`src/rtl/fetch_pkg.sv`:
```
// Shared definitions for the instruction fetch unit: FSM encoding, queue entry
// layout and parameter defaults.
package fetch_pkg;

    typedef enum logic [1:0] {
        IDLE = 2'd0,
        REQ  = 2'd1,
        WAIT = 2'd2,
        HALT = 2'd3
    } fetchState_t;

    typedef struct packed {
        logic [15:0] data;
        logic [15:0] pc;
    } qEntry_t;

    localparam int         QDEPTH_DEFAULT  = 2;
    localparam logic [3:0] HALT_OP_DEFAULT = 4'hF;

    // Pointer width that still works for a single-entry queue.
    function automatic int ptrWidth(input int depth);
        return (depth > 1) ? $clog2(depth) : 1;
    endfunction

endpackage

```
`src/rtl/fetch_queue.sv`:
```
// Instruction queue: circular buffer of {instruction, fetch address} pairs with
// a combinational head read and a flush that empties it in one edge.
module fetch_queue
    import fetch_pkg::*;
#(
    parameter int  DEPTH = QDEPTH_DEFAULT,
    localparam int PW    = ptrWidth(DEPTH),
    localparam int CW    = $clog2(DEPTH + 1)
)(
    input  logic          clk,
    input  logic          rst,
    input  logic          push,
    input  logic          pop,
    input  logic          flush,
    input  logic [15:0]   pushData,
    input  logic [15:0]   pushPc,
    output logic [15:0]   headData,
    output logic [15:0]   headPc,
    output logic [CW-1:0] count
);

    qEntry_t          slots [DEPTH];
    logic [PW-1:0]    wrPtrReg;
    logic [PW-1:0]    rdPtrReg;
    logic [CW-1:0]    countReg;
    logic             doPush;
    logic             doPop;
    logic [DEPTH-1:0] slotWe;

    function automatic logic [PW-1:0] bump(input logic [PW-1:0] p);
        return (p == PW'(DEPTH - 1)) ? '0 : p + PW'(1);
    endfunction

    // A push on a full queue is only accepted when the head leaves the same cycle.
    assign doPop  = pop && (countReg != '0) && !flush;
    assign doPush = push && !flush && ((countReg != CW'(DEPTH)) || doPop);

    genvar gi;
    generate
        for (gi = 0; gi < DEPTH; gi++) begin : g_slotWe
            assign slotWe[gi] = doPush && (wrPtrReg == PW'(gi));
        end
    endgenerate

    always_ff @(posedge clk) begin
        for (int i = 0; i < DEPTH; i++) begin
            if (slotWe[i]) begin
                slots[i] <= '{data: pushData, pc: pushPc};
            end
        end
    end

    always_ff @(posedge clk or negedge rst) begin
        if (!rst) begin
            wrPtrReg <= '0;
            rdPtrReg <= '0;
            countReg <= '0;
        end else if (flush) begin
            wrPtrReg <= '0;
            rdPtrReg <= '0;
            countReg <= '0;
        end else begin
            if (doPush) begin
                wrPtrReg <= bump(wrPtrReg);
            end
            if (doPop) begin
                rdPtrReg <= bump(rdPtrReg);
            end
            case ({doPush, doPop})
                2'b10:   countReg <= countReg + CW'(1);
                2'b01:   countReg <= countReg - CW'(1);
                default: countReg <= countReg;
            endcase
        end
    end

    assign headData = slots[rdPtrReg].data;
    assign headPc   = slots[rdPtrReg].pc;
    assign count    = countReg;

endmodule

```
`src/rtl/fetch_unit.sv`:
```
// Instruction fetch unit: issues one memory request at a time, buffers returned
// words in a small queue for decode, and handles branch redirects and HALT.
module fetch_unit
    import fetch_pkg::*;
#(
    parameter int         QDEPTH  = QDEPTH_DEFAULT,
    parameter logic [3:0] HALT_OP = HALT_OP_DEFAULT
)(
    input  logic        clk,
    input  logic        rst,
    input  logic [15:0] pc,
    input  logic        redirect,
    output logic        pc_adv,
    output logic        mem_req,
    output logic [15:0] mem_addr,
    input  logic        mem_gnt,
    input  logic        mem_valid,
    input  logic [15:0] mem_rdata,
    output logic        inst_valid,
    output logic [15:0] inst,
    output logic [15:0] inst_pc,
    input  logic        id_ready,
    output logic        halted
);

    localparam int CW = $clog2(QDEPTH + 1);

    fetchState_t   stateReg;
    fetchState_t   stateNext;
    logic          dropReg;
    logic          dropNext;
    logic [15:0]   memAddrReg;
    logic [15:0]   memAddrNext;
    logic [CW-1:0] occupancy;
    logic [CW:0]   occAfterPush;
    logic          hasSpace;
    logic          spaceAfterPush;
    logic          isHaltOp;
    logic          qPush;
    logic          qPop;
    logic          qFlush;

    fetch_queue #(
        .DEPTH(QDEPTH)
    ) u_queue (
        .clk      (clk),
        .rst      (rst),
        .push     (qPush),
        .pop      (qPop),
        .flush    (qFlush),
        .pushData (mem_rdata),
        .pushPc   (memAddrReg),
        .headData (inst),
        .headPc   (inst_pc),
        .count    (occupancy)
    );

    assign inst_valid = (occupancy != '0);
    assign qPop       = inst_valid && id_ready;
    // Once halted the queue keeps draining even if the branch unit redirects.
    assign qFlush     = redirect && (stateReg != HALT);

    assign hasSpace       = (occupancy < CW'(QDEPTH));
    assign occAfterPush   = {1'b0, occupancy} + (CW + 1)'(1) - (CW + 1)'(qPop);
    assign spaceAfterPush = (occAfterPush < (CW + 1)'(QDEPTH));
    assign isHaltOp       = (mem_rdata[15:12] == HALT_OP);

    always_ff @(posedge clk or negedge rst) begin
        if (!rst) begin
            stateReg   <= IDLE;
            dropReg    <= 1'b0;
            memAddrReg <= '0;
        end else begin
            stateReg   <= stateNext;
            dropReg    <= dropNext;
            memAddrReg <= memAddrNext;
        end
    end

    always_comb begin
        stateNext   = stateReg;
        dropNext    = dropReg;
        memAddrNext = memAddrReg;
        qPush       = 1'b0;
        case (stateReg)
            IDLE: begin
                if (hasSpace && !redirect) begin
                    stateNext   = REQ;
                    memAddrNext = pc;
                end
            end
            REQ: begin
                // Address stays frozen until granted; a redirect only marks the
                // in-progress fetch as stale.
                if (redirect) begin
                    dropNext = 1'b1;
                end
                if (mem_gnt) begin
                    stateNext = WAIT;
                end
            end
            WAIT: begin
                if (mem_valid) begin
                    if (dropReg || redirect) begin
                        dropNext    = 1'b0;
                        stateNext   = REQ;
                        memAddrNext = pc;
                    end else begin
                        qPush = 1'b1;
                        if (isHaltOp) begin
                            stateNext = HALT;
                        end else if (spaceAfterPush) begin
                            stateNext   = REQ;
                            memAddrNext = pc;
                        end else begin
                            stateNext = IDLE;
                        end
                    end
                end else if (redirect) begin
                    dropNext = 1'b1;
                end
            end
            HALT: begin
                stateNext = HALT;
            end
            default: begin
                stateNext = IDLE;
            end
        endcase
    end

    always_comb begin
        mem_req = 1'b0;
        pc_adv  = 1'b0;
        halted  = 1'b0;
        case (stateReg)
            REQ: begin
                mem_req = 1'b1;
                pc_adv  = mem_gnt && !dropReg;
            end
            HALT: begin
                halted = 1'b1;
            end
            default: begin
                mem_req = 1'b0;
            end
        endcase
    end

    assign mem_addr = memAddrReg;

endmodule

```
`config.mk`:
```
export PLATFORM = sky130hd
export DESIGN_NAME = fetch_unit
export DESIGN_NICKNAME = d
export VERILOG_FILES = /design/src/rtl/fetch_pkg.sv /design/src/rtl/fetch_queue.sv /design/src/rtl/fetch_unit.sv
export SDC_FILE = /design/constraint.sdc
export NUM_CORES = 1
export LEC_CHECK = 0
export ABC_AREA = 0
export ABC_CLOCK_PERIOD_IN_PS = 3650
export CORE_ASPECT_RATIO = 2
export CORE_UTILIZATION = 44
export CTS_CLUSTER_DIAMETER = 80
export CTS_CLUSTER_SIZE = 8
export DETAILED_ROUTE_END_ITERATION = 6
export GPL_TIMING_DRIVEN = 1
export PLACE_DENSITY = 0.76
export SLEW_MARGIN = 20
export SYNTH_ARGS = -nofsm -noshare
export SYNTH_HDL_FRONTEND = slang
export SYNTH_SLANG_ARGS = --single-unit
```
`constraint.sdc`:
```
create_clock -name clk -period 3.65 [get_ports clk]
set_input_delay 0.5475 -clock clk [delete_from_list [all_inputs] [get_ports clk]]
set_output_delay 0.5475 -clock clk [all_outputs]
set_load 0.05 [all_outputs]
```
==> results.py, run 1 <==
metrics = {
    "outcome": {
        "status": "completed",
    },
    "floorplanning": {
        "io_pins": 90,
        "row_count": 45,
        "start_util": 0.4550,
        "die_w_um": 64.69,
        "design.die.area_um2": 8240,
        "die-height_um": 127.4,
        "coreArea_um2": 7601,
    },
    "synth": {
        "ys_seq_area_frac": 0.7221,
        "syn_area_um2": 3458,
        "synthFlopType": "edfxtp_1",
        "syn_inst": 191,
        "syn-mean-instance-area_um2": 18.11,
        "async_reset_ff_frac": 0.2644,
        "synth_edf_count": 64,
        "yosysWarningCount": 0,
        "syn-num-nets": 229,
        "ys_ff_latch": 87,
        "synthDistinctLibCells": 36,
    },
    "place": {
        "hpwl_mm": 4.607,
        "dp_slack_ns": 0.7670,
        "gp_congestion": 0.8084,
        "place.port_buffers": 89,
    },
    "critical_path": {
        "timing.critical_path.from": "stateReg[0]",
        "slowest_stage": "clkdlybuf4s50_1",
        "r2r_start": "stateReg[1]",
        "arrival_ns": 2.26,
        "cp_top_family": "buffers and inverters",
        "cpPeakStageDelay_ns": 0.86,
        "crit-reg2reg-capture": "u_queue.slots[0][20]",
        "path_max_fanout": 8,
        "cp-start-kind": "register",
        "r2r_slack_ns": 1.28,
        "cp-end-kind": "primary output",
        "cp.buffers_inverters": 2,
        "r2r_cells": 4,
        "worst-setup-path-type": "reg2out",
        "cp.required_ns": 3.10,
        "cp_cell_sequence": "inv_1 -> nor4b_1 -> clkdlybuf4s50_1",
    },
    "power": {
        "leakagePower_nw": 1.726,
        "total_power_mw": 3.613,
        "power.density_nw_per_um2": 756.2,
        "ir_drop_mv": 0.3843,
    },
    "clock_network": {
        "postCtsHoldBufs": 0,
        "root_buffer": "clkbuf_16",
        "cts_tree": "yes",
        "post_cts_buffers": 0,
        "cts.repair.resized": 0,
        "cts_max_level": 3,
        "cts_buffers": 9,
        "cts.path.max_buffers": 2,
        "clkLatencyLatePin_ns": 0.33,
        "clock-sinks": 87,
        "clkTransAtPathRegs_ns": 0.06,
    },
    "hold_path": {
        "hold_class": "in2async",
    },
    "cells_and_area": {
        "synthToLayoutAreaGrowth_pct": 38.17,
        "nNetsFinal": 325,
        "finalCoreUtilization": 0.6286,
        "layout-drive-gt1-share": 0.2603,
        "fillCellCount": 587,
        "multi_input_area_um2": 918.4,
        "antenna_cells": 0,
        "seq_area_um2": 2497,
    },
    "global_routing": {
        "grt_usage": 0.1772,
        "grt_pass1_wl_mm": 10.36,
        "grt_max_degree": 33,
        "overflow": 0,
        "grt_pass1_vias": 2048,
        "antenna_found_initial": 0,
    },
    "routing": {
        "wl_per_cell_um": 16.97,
        "firstDrtPassIters": 4,
        "vias": 1966,
        "drtAntennaViolNets": 0,
        "drcViolationCount": 0,
        "dr.first_iter.drc_count": 77,
        "wl_mm": 6.549,
        "via_per_inst": 5.093,
    },
    "sta": {
        "tns_ns": 0,
        "rsz0062_at_grt": "no",
        "fin_ws_ns": 0.8462,
        "max_freq_mhz": 356.7,
        "slew_headroom": 0.5726,
        "post-route-period-util": 0.7682,
        "fin_skew_ns": 0.006320,
        "finalHoldViolations": 0,
        "max_slew.worst_pin.slew_ns": 0.6390,
        "min_period_ns": 2.804,
        "final_max_slew_viol_count": 0,
        "setup_viol": 0,
    },
    "flow_run": {
        "drv_cap": 0,
    },
}
-- layout by cell type, fill, tap and decap left out, types with 2 or more instances in the layout --
| master | count |
|---|---|
| edfxtp_1 | 64 |
| nor2_1 | 6 |
| clkbuf_16 | 9 |
| clkbuf_1 | 2 |
| mux2_2 | 39 |
| o31ai_1 | 2 |
| mux2_4 | 10 |
| inv_1 | 2 |
| bufinv_16 | 2 |
| and2_1 | 2 |
| buf_4 | 2 |
| nand2_1 | 7 |
| a21oi_1 | 3 |
| dfrtp_1 | 23 |
| clkdlybuf4s50_1 | 88 |
| o21ai_0 | 2 |
| clkinv_2 | 2 |
| a211oi_1 | 2 |
-- cells in the mapped netlist (all sizes together), types with 2 or more instances --
cell type	count	area share
edfxtp	64	0.56
mux2	49	0.17
dfrtp	23	0.17
nand2	7	0.0076
nor2	6	0.0065
clkbuf	5	0.0054
a21oi	3	0.0043
o31ai	3	0.0080
a211oi	2	0.0043
and2	2	0.0036
buf	2	0.0080
inv	2	0.0022
nor2b	2	0.0043
nor3	2	0.0029
nor4b	2	0.0094
o21ai	2	0.0029
-- per-layer routing --
layer	routed length, um	GRT usage
met2	3693	0.3127
met5	0	0
met3	220	0.03125
met1	2401	0.1902
met4	234	0.1124
-- cell type report --
type                       count  area share
clock inverter                 4     0.01466
timing repair buffer          92      0.1927
multi-input combinational     95      0.1922
inverter                       2    0.001571
clock buffer                  12     0.05158
tap                           94     0.02461
sequential                    87      0.5227
-- per-stage QoR --
step,instance area (um2),hold slack (ns),cells
final,4778,0.1939,386
after global routing,4778,0.2401,386
after CTS,4783,0.4927,386
after detailed placement,4467,0.4783,370
after global placement,4467,0.4778,370
after floorplan,3463,0.2519,191
-- state kept, by name, summed over array words and instances (netlist names) --
signal            count
mem_addr             16
stateReg              2
dropReg               1
u_queue.count         2
u_queue.slots        64
u_queue.wrPtrReg      1
u_queue.rdPtrReg      1
-- cell families after synthesis --
group           count (synthesis)  synth area share
buf+inv                         9           0.01556
xor+xnor                        2          0.005066
flops                          87            0.7221
mux                            49            0.1704
compound gates                 18           0.03871
simple gates                   26           0.04812
-- power by group --
group,switching (mW),leakage [nW],total [mW],internal [mW]
registers,0.157,0.855,1.41,1.26
logic,0.745,0.714,1.25,0.503
clock network,0.338,0.157,0.953,0.616
-- worst register-to-register path: stages, from the launching register on --
cell and delay [ns]:
dfrtp_1 0.56, nor4b_4 0.39, nand2_1 0.24, nor3_4 0.59, buf_12 0.27
-- worst max-delay path by stage --
| stage | slack [ns] | endpoint | depth (start not counted) |
|---|---|---|---|
| global route | 0.78 | pc_adv | 3 |
| detailed placement | 0.77 | u_queue.slots[0][3] | 5 |
| floorplan | 0.82 | pc_adv | 2 |
| CTS | 0.82 | pc_adv | 3 |
| finish | 0.85 | pc_adv | 3 |
| global placement | 0.83 | u_queue.slots[0][6] | 5 |
No activity file was read; power rests on OpenSTA's default activity.
==> inputs of run 2 (changes only) <==
- ABC_CLOCK_PERIOD_IN_PS: 3650 -> 2800
- CORE_UTILIZATION: 44 -> 48
- PLACE_DENSITY: 0.76 -> 0.79
- clock period: 3.65 -> 2.8 ns (I/O delays scaled with it)
==> results.py, run 2 (synthesized netlist as in run 1, its figures left out) <==
metrics = {
    "sta": {
        "finalHoldViolations": 0,
        "setup_viol": 0,
        "max_slew.worst_pin.slew_ns": 0.5727,
        "slew_headroom": 0.6170,
        "min_period_ns": 2.432,
        "fin_skew_ns": 0.006171,
        "fin_ws_ns": 0.3683,
        "post-route-period-util": 0.8685,
        "rsz0062_at_grt": "no",
        "final_max_slew_viol_count": 0,
        "tns_ns": 0,
        "max_freq_mhz": 411.2,
    },
    "flow_run": {
        "drv_cap": 0,
    },
    "place": {
        "place.port_buffers": 89,
        "place_area_um2": 4802,
        "hpwl_mm": 4.928,
        "placed_cells": 369,
        "gp_congestion": 0.8174,
        "dp_slack_ns": 0.2677,
    },
    "routing": {
        "firstDrtPassIters": 4,
        "drcViolationCount": 0,
        "dr.first_iter.drc_count": 65,
        "wl_mm": 6.985,
        "drtAntennaViolNets": 0,
        "via_per_inst": 5.306,
        "wl_per_cell_um": 18.14,
        "vias": 2043,
    },
    "clock_network": {
        "post_cts_buffers": 0,
        "cts_buffers": 9,
        "cts_tree": "yes",
        "clock-sinks": 87,
        "cts_max_level": 3,
        "root_buffer": "clkbuf_16",
        "clkLatencyLatePin_ns": 0.32,
        "cts.path.max_buffers": 2,
        "cts.repair.resized": 0,
        "clkTransAtPathRegs_ns": 0.06,
        "postCtsHoldBufs": 0,
    },
    "cells_and_area": {
        "top_register": "u_queue.slots",
        "finalInstanceArea_um2": 5110,
        "layout_common_cells": "64 x edfxtp_1, 56 x clkdlybuf4s50_1, 39 x mux2_2, 33 x buf_12, 23 x dfrtp_1",
        "layoutNonFillerInstCount": 385,
        "nNetsFinal": 328,
        "antenna_cells": 0,
        "layout-drive-gt1-share": 0.3763,
        "largest_reg_flops": 64,
        "finalCoreUtilization": 0.7363,
        "layout_commonest_cell": "edfxtp_1",
        "synthToLayoutAreaGrowth_pct": 47.76,
    },
    "critical_path": {
        "arrival_ns": 2.01,
        "path_max_fanout": 8,
        "worst-setup-path-type": "reg2out",
        "cp-start-kind": "register",
        "cp-end-kind": "primary output",
        "cp.required_ns": 2.38,
        "r2r_cells": 5,
    },
    "global_routing": {
        "grt_pass1_wl_mm": 10.59,
        "grt_max_degree": 33,
        "grt_pass1_vias": 2130,
        "overflow": 0,
        "grt_usage": 0.2053,
        "antenna_found_initial": 0,
    },
    "floorplanning": {
        "io_pins": 90,
        "coreArea_um2": 6940,
        "design.die.area_um2": 7569,
        "row_count": 43,
        "die_w_um": 62.02,
        "start_util": 0.4983,
        "die-height_um": 122.0,
    },
    "power": {
        "power.density_nw_per_um2": 944.1,
        "clock_power_share": 0.249,
        "ir_drop_mv": 0.6298,
        "comb_power_share": 0.367,
        "leakagePower_nw": 1.915,
        "p_sw_mw": 1.653,
        "seqPwrFrac": 0.384,
        "switching_share": 0.3427,
        "internal-power_mw": 3.171,
    },
    "outcome": {
        "status": "completed",
    },
    "hold_path": {
        "hold_class": "in2async",
    },
}
## run 2: power by group through the flow
stage                     clock [mW]  combinational (mW)  sequential (mW)
after detailed placement           0                1.78             1.87
final                           1.20                1.77             1.85
after global placement             0                1.75             1.85
after floorplan                    0               0.746             2.21
after CTS                       1.24                1.79             1.85
after global routing            1.29                1.84             1.87
## run 2: path summary, 6_finish.rpt
check | from | endpoint | slack, ns
min | rst | mem_addr[2] | 0.46
max | stateReg[0] | mem_req | 0.37
min reg2reg | mem_addr[6] | u_queue.slots[0][6] | 0.51
max in group asynchronous | rst | mem_addr[11] | 2.09
max reg2reg | stateReg[1] | u_queue.slots[1][20] | 0.65
min in group clk | mem_addr[6] | u_queue.slots[0][6] | 0.51
## run 2: routing by layer
metal	vias up	part of all wire	global-route usage
met5	-	0	0
met2	67	0.61	0.3657
met3	14	0.034	0.04352
met1	1035	0.33	0.2075
li1	927	-	-
met4	0	0.029	0.1139
## run 2: area by class of cell
type	count	area [um2]
clock buffers	11	232.7
flip-flops and latches	87	2497
inverters	2	7.507
well taps	90	112.6
repair buffers	95	1266
fillers	425	1831
clock inverters	5	75.07
multi-input cells	95	918.4
## run 2: through the flow
step                      hold slack, ns  total power [mW]
after floorplan                   0.1244             2.960
after global placement            0.4824             3.602
after detailed placement          0.4868             3.647
after CTS                         0.4610             4.872
after global routing              0.4782             4.999
final                             0.4583             4.824
## run 2: worst max-delay path: stages, from the launching register on
cell	delay, ns
dfrtp_1	0.52
inv_1	0.21
nor2_1	0.12
clkdlybuf4s50_1	0.83
